==> src/rtl/adder_seq_wide.sv <==
// ---------------------------------------------------------------------------
// adder_seq_wide
//   Multi-cycle wide adder. Two WORDS*64-bit operands are summed one 64-bit
//   word per cycle (least significant word first) through a single shared
//   adder_64bit instance. The carry between words is held in a register.
//   Both the request side and the result side use a valid/ready handshake.
//
// Optional feature macro: ADDER_SEQ_SUB_EN
//   When defined, the inSub port is added. inSub=1 computes A-B as A+~B+1,
//   and outCarry=1 then means "no borrow" (A >= B unsigned).
//
// Ports
//   clk       clock, rising edge
//   rst       synchronous active-high reset
//   inValid   request valid
//   outReady  sequencer idle and able to accept a request
//   inA, inB  W-bit operands, captured on the accept edge
//   inCarry   carry into word 0, captured on the accept edge
//   inSub     (ADDER_SEQ_SUB_EN only) subtract select, captured on accept
//   outValid  result valid
//   inReady   consumer takes the result
//   outSum    W-bit sum, stable while outValid=1
//   outCarry  carry out of the top word, stable while outValid=1
//   outBusy   operation in progress or result waiting
// ---------------------------------------------------------------------------

// 64-bit adder slice shared by every word of the wide operation.
module adder_64bit (
  input  logic [63:0] a,
  input  logic [63:0] b,
  input  logic        cin,
  output logic [63:0] sum,
  output logic        cout
);

  assign {cout, sum} = {1'b0, a} + {1'b0, b} + {64'd0, cin};

endmodule

module adder_seq_wide #(
  parameter int WORDS = 4
) (
  input  logic                  clk,
  input  logic                  rst,
  input  logic                  inValid,
  output logic                  outReady,
  input  logic [64*WORDS-1:0]   inA,
  input  logic [64*WORDS-1:0]   inB,
  input  logic                  inCarry,
`ifdef ADDER_SEQ_SUB_EN
  input  logic                  inSub,
`endif
  output logic                  outValid,
  input  logic                  inReady,
  output logic [64*WORDS-1:0]   outSum,
  output logic                  outCarry,
  output logic                  outBusy
);

  localparam int IDXW = (WORDS > 1) ? $clog2(WORDS) : 1;
  localparam logic [IDXW-1:0] LAST_IDX = IDXW'(WORDS - 1);

  typedef enum logic [1:0] {
    IDLE = 2'd0,
    RUN  = 2'd1,
    DONE = 2'd2
  } state_t;

  state_t          state_q;
  state_t          next_state;
  logic [IDXW-1:0] idx_q;
  logic            carry_q;
  logic            cout_q;
  logic [63:0]     a_words   [WORDS];
  logic [63:0]     b_words   [WORDS];
  logic [63:0]     sum_words [WORDS];
  logic [63:0]     add_a;
  logic [63:0]     add_b;
  logic [63:0]     add_sum;
  logic            add_cout;
  logic            accept;
  logic            last_word;

`ifdef ADDER_SEQ_SUB_EN
  logic            sub_q;
`endif

  assign accept    = (state_q == IDLE) && inValid;
  assign last_word = (idx_q == LAST_IDX);

  // State register.
  always_ff @(posedge clk) begin
    if (rst) begin
      state_q <= IDLE;
    end else begin
      state_q <= next_state;
    end
  end

  // Next-state logic. DONE returns to IDLE only, so no request can be
  // accepted on the same edge that the result is handed off.
  always_comb begin
    next_state = state_q;
    case (state_q)
      IDLE: if (inValid)   next_state = RUN;
      RUN:  if (last_word) next_state = DONE;
      DONE: if (inReady)   next_state = IDLE;
      default:             next_state = IDLE;
    endcase
  end

  // Operand capture. These hold only datapath values that are overwritten
  // on every accept, so they need no reset.
  always_ff @(posedge clk) begin
    if (accept && !rst) begin
      for (int k = 0; k < WORDS; k++) begin
        a_words[k] <= inA[64*k +: 64];
        b_words[k] <= inB[64*k +: 64];
      end
    end
  end

  // Select the current word. In subtract mode B is inverted on its way into
  // the adder; the +1 comes from the carry register loaded on accept.
  always_comb begin
    add_a = a_words[idx_q];
`ifdef ADDER_SEQ_SUB_EN
    add_b = sub_q ? ~b_words[idx_q] : b_words[idx_q];
`else
    add_b = b_words[idx_q];
`endif
  end

  adder_64bit u_adder (
    .a    (add_a),
    .b    (add_b),
    .cin  (carry_q),
    .sum  (add_sum),
    .cout (add_cout)
  );

  // Word sequencing, inter-word carry and result registers. The result is
  // left untouched in IDLE so the last sum stays readable after hand-off.
  always_ff @(posedge clk) begin
    if (rst) begin
      idx_q    <= '0;
      carry_q  <= 1'b0;
      cout_q   <= 1'b0;
`ifdef ADDER_SEQ_SUB_EN
      sub_q    <= 1'b0;
`endif
      for (int k = 0; k < WORDS; k++) begin
        sum_words[k] <= 64'd0;
      end
    end else begin
      case (state_q)
        IDLE: begin
          if (inValid) begin
            idx_q   <= '0;
`ifdef ADDER_SEQ_SUB_EN
            sub_q   <= inSub;
            carry_q <= inSub ? 1'b1 : inCarry;
`else
            carry_q <= inCarry;
`endif
          end
        end
        RUN: begin
          sum_words[idx_q] <= add_sum;
          carry_q          <= add_cout;
          if (last_word) begin
            cout_q <= add_cout;
            idx_q  <= '0;
          end else begin
            idx_q  <= idx_q + 1'b1;
          end
        end
        default: begin
        end
      endcase
    end
  end

  for (genvar g = 0; g < WORDS; g++) begin : g_sum
    assign outSum[64*g +: 64] = sum_words[g];
  end

  assign outCarry = cout_q;
  assign outReady = (state_q == IDLE);
  assign outValid = (state_q == DONE);
  assign outBusy  = (state_q != IDLE);

endmodule
==> config.mk <==
export PLATFORM = sky130hd
export DESIGN_NAME = adder_seq_wide
export DESIGN_NICKNAME = d
export VERILOG_FILES = /design/src/rtl/adder_seq_wide.sv
export SDC_FILE = /design/constraint.sdc
export NUM_CORES = 1
export LEC_CHECK = 0
export CAP_MARGIN = 20
export CORE_AREA = 3 3 305 307
export CTS_CLUSTER_SIZE = 28
export DETAILED_ROUTE_END_ITERATION = 10
export DIE_AREA = 0 0 308 310
export PLACE_DENSITY_LB_ADDON = 0.15
export SETUP_SLACK_MARGIN = 0.2
export SYNTH_ARGS = -nofsm -noshare
export SYNTH_HDL_FRONTEND = slang
export SYNTH_SLANG_ARGS = --single-unit
==> constraint.sdc <==
create_clock -name clk -period 34.4 [get_ports clk]
set_input_delay 6.88 -clock clk [delete_from_list [all_inputs] [get_ports clk]]
set_output_delay 6.88 -clock clk [all_outputs]
set_load 0.02 [all_outputs]
==> reports/metrics.csv, run 1 <==
metric,value,unit
Yosys cell types,66,
Power Total,2.36,mW
die area,95500,um^2
maximum root-to-sink buffer count,3,
WHS Path Cells,1,
Root Buffer,clkbuf_16,
Pins Over Slew Limit,0,
share of cells above drive strength 1,10.8,%
first-pass GRT wire length,148000,um
"Req. time, crit path",34680,ps
largest net degree at the start of global routing,77,
Post-Route WL,105000,um
crit path cell chain,clkdlybuf4s50_1 -> nor2_4 -> buf_4 -> buf_4 -> buf_4,
Post-CTS Setup Repair Bufs,0,
Max Cap Viol,0,
status,completed,
filler cell count,7666,
All-Layer GR Usage,21.6,%
Avg Synthesized Cell Area,16.9,um^2
Synth area leader,edfxtp_1,
nets@finish,3243,
Critical Path AT,11040,ps
pwr/cell area,54.3,nW/um^2
via count,19900,
worst-margin pin slew,1010,ps
Crit-path slowest cell,buf_4,
starting density of the core,35.0,%
Syn-to-layout area delta,37.2,%
ANT nets after route,0,
post_cts resized,0,
Die Ht,310,um
"Clk Latency, worst-skew pair",670,ps
Tcrit/Tclk final,31.3,%
r2r setup slk,28420,ps
routed len/inst,26.9,um
Leak Pwr,15.0,nW
drt drc,0,
r2r endpoint,sum_words[1][48]$_SDFFCE_PN0P_,
hold_ws,527,ps
final setup margin,23640,ps
n_diodes,0,
Multi-input gate area,7920,um^2
maximum clock rate,93.0,MHz
most frequent cells after synthesis,"768 x edfxtp_1, 252 x nor2_1, 128 x mux4_2",
CTS Buf Count,85,
R2R depth,12,
Post-synth EDFFs,768,
sequential share of the synthesized area,73.4,%
# setup viols final,0,
DR pass1 iterations,5,
CTS H-tree lvls,3,
site row count,110,
port bufs,776,
hold endpoint,state_q[0]$_SDFFE_PP0P_,
DP HPWL,81000,um
critical path capture point type,flop,
warning count from the yosys run,0,
core box area,90300,um^2
drt via density,5.09,
global route overflow,0,
Mapped Nets,2456,
hold_sp,state_q[1]$_SDFFE_PP0P_,
WS Path Type,input pin to flop,
GPL Wtd Cong,0.870,
worst path bufs/invs,4,
final number of hold-violating endpoints,0,
"FF+latch count, synth",776,
Clock Skew,22.8,ps
RSZ-0062 raised after global routing,no,
Post-Syn Area,31600,um^2
cell mode on critical path,buf_4,
Crit path max-delay family,buffers and inverters,
worst vdd ir,40.3,uV
Final Util,48.0,%
CP startpoint kind,input pin,
hold_buf cts,0,
"Largest stage delay, worst path",850,ps
Sequential Area,23200,um^2
clock-pin slew on the worst setup and hold paths,60,ps
Syn Inst Count,1873,
worst-path maximum fanout,76,
I/O Pins,777,
CTS sink count,776,
post-synth top area share,72.9,%
antenna violations before repair,6,
TritonCTS clock tree,built,
Slew Limit Headroom,32.3,%
"FFs w/ async S/R, synth",0,%
TNS Setup,0,ps
Die Wd,308,um
number of global-route vias before repair,20900,
HP Class,flop to flop,
number of DRC markers in iteration 0,1823,
Synth Flop Type,edfxtp_1,
dominant cells by area after synthesis,"edfxtp_1 73%, mux4_2 9.1%, nor2_1 3.0%, ha_1 2.5%, a21oi_1 1.3%",
most frequent cell after synthesis,edfxtp_1,
pre-CTS WS,22960,ps
fin crit period,10760,ps
worst max-delay path by stage:
| stage | startpoint | endpoint | slack, ps | depth (start not counted) |
|---|---|---|---|---|
| CTS | rst | sum_words[1][20]$_SDFFCE_PN0P_ | 23660 | 6 |
| floorplan | rst | a_words[0][0]$_DFFE_PP_ | 4710 | 2 |
| detailed placement | rst | sum_words[1][22]$_SDFFCE_PN0P_ | 22960 | 6 |
| finish | rst | b_words[0][14]$_DFFE_PP_ | 23640 | 5 |
| global placement | rst | sum_words[1][20]$_SDFFCE_PN0P_ | 23060 | 6 |
| global route | rst | b_words[2][15]$_DFFE_PP_ | 23340 | 5 |
power breakdown:
part	switching, mW	internal [mW]	leakage (nW)
registers	0.0157	1.09	7.46
clock network	0.377	0.487	1.28
logic	0.225	0.160	6.22
final cells by class:
type | instances | share of cell area (%)
Tap cell | 1176 | 3.39
Multi-Input combinational cell | 955 | 18.3
Inverter | 48 | 0.415
Clock inverter | 55 | 0.975
Clock buffer | 100 | 5.03
Timing Repair Buffer | 794 | 18.4
Sequential cell | 776 | 53.6
sequential cells by signal (all words and copies together), names as in the netlist, named ones only:
| register | cells |
|---|---|
| idx_q | 2 |
| carry_q | 1 |
| state_q | 2 |
| sum_words | 256 |
| b_words | 256 |
| outCarry | 1 |
| a_words | 256 |
stage by stage:
step / std cells / area, um^2
global route: 3904 / 43400
floorplan: 1873 / 31600
detailed placement: 3747 / 40700
CTS: 3902 / 43300
finish: 3904 / 43400
global placement: 3746 / 40700
kinds of logic (layout without fill, tap and decap cells):
group                    after synthesis  count (layout)  share of synthesized area (%)
multiplexers                         130             130                           9.18
XOR/XNOR                              59              59                           1.63
flip-flops                           776             776                           73.4
AND/OR/NAND/NOR                      456             456                           6.23
buffers and inverters                142             997                           1.74
AO/OA/AOI/OAI                        244             244                           5.13
adder cells (fa/ha/maj)               66              66                           2.66
per-layer routing:
metal | wire (um) | vias to the layer above | share of wire, % | track usage [%]
met1 | 42100 | 10100 | 40 | 27.2
met2 | 54400 | 813 | 52 | 38.4
met5 | 0 | - | 0 | 0
met3 | 6770 | 104 | 6.4 | 4.70
met4 | 1910 | 0 | 1.8 | 4.72
li1 | - | 8843 | - | -
cell usage in the layout, fill, tap and decap left out, types with 7 or more instances in the layout:
cell	netlist	layout
a21boi_0	7	7
a21o_1	24	24
a21oi_1	84	84
a31oi_1	7	7
and2_1	9	9
and3_1	9	9
buf_4	4	14
clkbuf_1	74	15
clkbuf_16	0	85
clkdlybuf4s50_1	0	776
clkinv_1	0	22
clkinv_2	0	17
edfxtp_1	768	768
ha_1	64	64
inv_1	48	48
mux4_2	128	128
nand2_1	92	90
nand3_1	9	9
nand4_1	32	32
nor2_1	252	250
nor3_1	18	18
nor4_1	8	8
o21a_1	14	14
o21ai_0	31	31
o21bai_1	19	19
or3_1	8	7
xnor2_1	40	40
xor2_1	19	19
worst register-to-register path, stage by stage, from the launching register on:
cell and delay [ps]:
dfxtp_4 820, buf_4 890, mux4_2 710, ha_1 490, nand2_1 120, a211oi_1 190, a21oi_1 210, o311ai_1 650
nand2_1 300, o31ai_1 610, a21oi_1 170, xor2_1 460, nor2_1 110
No activity file was read; power rests on OpenSTA's default activity.
==> run 2, diff against run 1 <==
--- a/config.mk
+++ b/config.mk
@@ -6,10 +6,10 @@
 export NUM_CORES = 1
 export LEC_CHECK = 0
 export CAP_MARGIN = 20
-export CORE_AREA = 3 3 305 307
+export CORE_AREA = 3 3 303 305
 export CTS_CLUSTER_SIZE = 28
 export DETAILED_ROUTE_END_ITERATION = 10
-export DIE_AREA = 0 0 308 310
+export DIE_AREA = 0 0 306 308
 export PLACE_DENSITY_LB_ADDON = 0.15
 export SETUP_SLACK_MARGIN = 0.2
 export SYNTH_ARGS = -nofsm -noshare
==> constraint.sdc (replaced) <==
create_clock -name clk -period 9 [get_ports clk]
set_input_delay 1.8 -clock clk [delete_from_list [all_inputs] [get_ports clk]]
set_output_delay 1.8 -clock clk [all_outputs]
set_load 0.02 [all_outputs]
==> run 2 against run 1 <==
Net effect: via count grew 0.98%; design area grew 0.81%; clock skew grew 3.5 ps; die area shrank 1.3%; sequential share of layout area shrank 0.43 points; largest cell class unchanged.
==> reports/metrics.csv, run 2 (synthesis results as in run 1) <==
metric,value,unit,change
HP Class,flop to flop,,unchanged
All-Layer GR Usage,22.7,%,was 21.6%
site row count,110,,unchanged
Critical Path AT,6010,ps,was 11040 ps
via count,20100,,was 19900
critical path capture point type,flop,,unchanged
worst vdd ir,144,uV,was 40.3 uV
fin crit period,5660,ps,
"commonest non-fill, non-tap cell in the layout",clkdlybuf4s50_1,,unchanged
DP HPWL,82700,um,was 81000 um
met2 usage,38.8,%,was 38.4%
Root Buffer,clkbuf_16,,unchanged
status,completed,,unchanged
GPL Wtd Cong,0.862,,was 0.870
CTS H-tree lvls,3,,unchanged
Die Wd,306,um,was 308 um
hold_buf cts,0,,unchanged
filler cell count,7612,,was 7666
WS Path Type,flop to flop,,was input pin to flop
global route overflow,0,,unchanged
"commonest non-fill, non-tap cells in the layout","776 x clkdlybuf4s50_1, 768 x edfxtp_1, 250 x nor2_1, 128 x mux4_2, 89 x nand2_1",,"was 776 x clkdlybuf4s50_1, 768 x edfxtp_1, 250 x nor2_1, 128 x mux4_2, 90 x nand2_1"
Post-DP Area,40800,um^2,was 40700 um^2
Post-Route WL,109000,um,was 105000 um
port bufs,776,,unchanged
maximum clock rate,177,MHz,
pre-CTS WS,3240,ps,was 22960 ps
final number of hold-violating endpoints,0,,unchanged
CTS sink count,776,,unchanged
worst-margin pin slew,1290,ps,was 1010 ps
drt via density,5.12,,was 5.09
Pins Over Slew Limit,0,,unchanged
drt drc,0,,unchanged
GR Util met3,5.48,%,was 4.70%
most used routing layer,met2,,unchanged
"Req. time, crit path",9350,ps,was 34680 ps
Post-CTS Setup Repair Bufs,0,,unchanged
number of DRC markers in iteration 0,1604,,was 1823
number of global-route vias before repair,21100,,was 20900
# setup viols final,0,,unchanged
TNS Setup,0,ps,unchanged
largest net degree at the start of global routing,187,,was 77
maximum root-to-sink buffer count,3,,unchanged
CP startpoint kind,flop,,was input pin
post_cts resized,0,,unchanged
CTS Buf Count,87,,was 85
antenna violations before repair,12,,was 6
DR pass1 iterations,5,,unchanged
Leak Pwr,15.1,nW,was 15.0 nW
Multi-input gate area,7920,um^2,about the same
starting density of the core,35.3,%,was 35.0%
Final Util,48.8,%,was 48.0%
post-route cell area,43700,um^2,was 43400 um^2
routed len/inst,27.8,um,was 26.9 um
core box area,89600,um^2,was 90300 um^2
die area,94200,um^2,was 95500 um^2
worst-path maximum fanout,36,,was 76
pwr/cell area,214,nW/um^2,was 54.3 nW/um^2
TritonCTS clock tree,built,,unchanged
share of cells above drive strength 1,11.4,%,was 10.8%
Power Total,9.34,mW,was 2.36 mW
met1 GRT Util,28.4,%,was 27.2%
WHS Path Cells,1,,unchanged
nets@finish,3250,,was 3243
Tcrit/Tclk final,62.9,%,
Die Ht,308,um,was 310 um
Largest regs,"a_words (256), b_words (256), sum_words (256)",,unchanged
Sequential Area,23200,um^2,unchanged
clock-pin slew on the worst setup and hold paths,60,ps,about the same
final setup margin,3340,ps,was 23640 ps
RSZ-0062 raised after global routing,no,,unchanged
"Clk Latency, worst-skew pair",650,ps,was 670 ps
Syn-to-layout area delta,38.3,%,was 37.2%
Clock Skew,26.2,ps,was 22.8 ps
R2R depth,12,,unchanged
ANT nets after route,0,,unchanged
Max Cap Viol,0,,unchanged
Slew Limit Headroom,13.7,%,was 32.3%
I/O Pins,777,,unchanged
first-pass GRT wire length,152000,um,was 148000 um
run 2: cell types whose count changed in the layout (fill, tap and decap cells not counted), sizes merged:
cell | previous run | this run
clkinvlp | 3 | 2
buf | 18 | 23
clkbuf | 100 | 102
bufinv | 4 | 13
inv | 57 | 56
clkinv | 39 | 31
diode | 0 | 14
run 2: metal layers:
layer | wire (um) | up-vias
met3 | 7600 | 136
met4 | 3140 | 0
met2 | 54800 | 859
met1 | 43400 | 10200
met5 | 0 | -
li1 | - | 8884
run 2: worst max-delay path: stages (launching register included):
cell and delay (ps):
dfxtp_4 790, buf_4 720, mux4_2 610, ha_1 550, nand2_1 150, o21ai_0 270, nor2_1 110, a21oi_1 290
nand2_1 230, o31ai_1 770, a21oi_1 220, xor2_1 440, nor2_1 100
run 2: layout make-up:
type / instances / area share [%]
repair buffers: 799 / 18.2
inverters: 48 / 0.412
flip-flops and latches: 776 / 53.1
multi-input cells: 955 / 18.1
clock inverters: 54 / 1.55
clock buffers: 102 / 5.11
well taps: 1176 / 3.36
diodes: 14 / 0.0801
run 2: power breakdown:
| part | internal, mW | switching [mW] | total, mW |
|---|---|---|---|
| sequential | 4.17 | 0.0669 | 4.24 |
| combinational | 0.612 | 0.842 | 1.45 |
| clock | 2.16 | 1.48 | 3.65 |
| total | 6.94 | 2.39 | 9.34 |
run 2: final timing paths:
path | from | endpoint | slack [ps]
hold / removal | state_q[1]$_SDFFE_PP0P_ | state_q[0]$_SDFFE_PP0P_ | 520
hold reg to reg | state_q[1]$_SDFFE_PP0P_ | state_q[0]$_SDFFE_PP0P_ | 520
setup / recovery | flop | sum_words[2][48]$_SDFFCE_PN0P_ | 3340
setup reg to reg | flop | sum_words[2][48]$_SDFFCE_PN0P_ | 3340
run 2: metrics by stage:
step | hold slack (ps) | instances
final | 518 | 3924
after global routing | 537 | 3922
after CTS | 512 | 3910
after detailed placement | 506 | 3754
after global placement | 495 | 3754
after floorplan | 466 | 1873
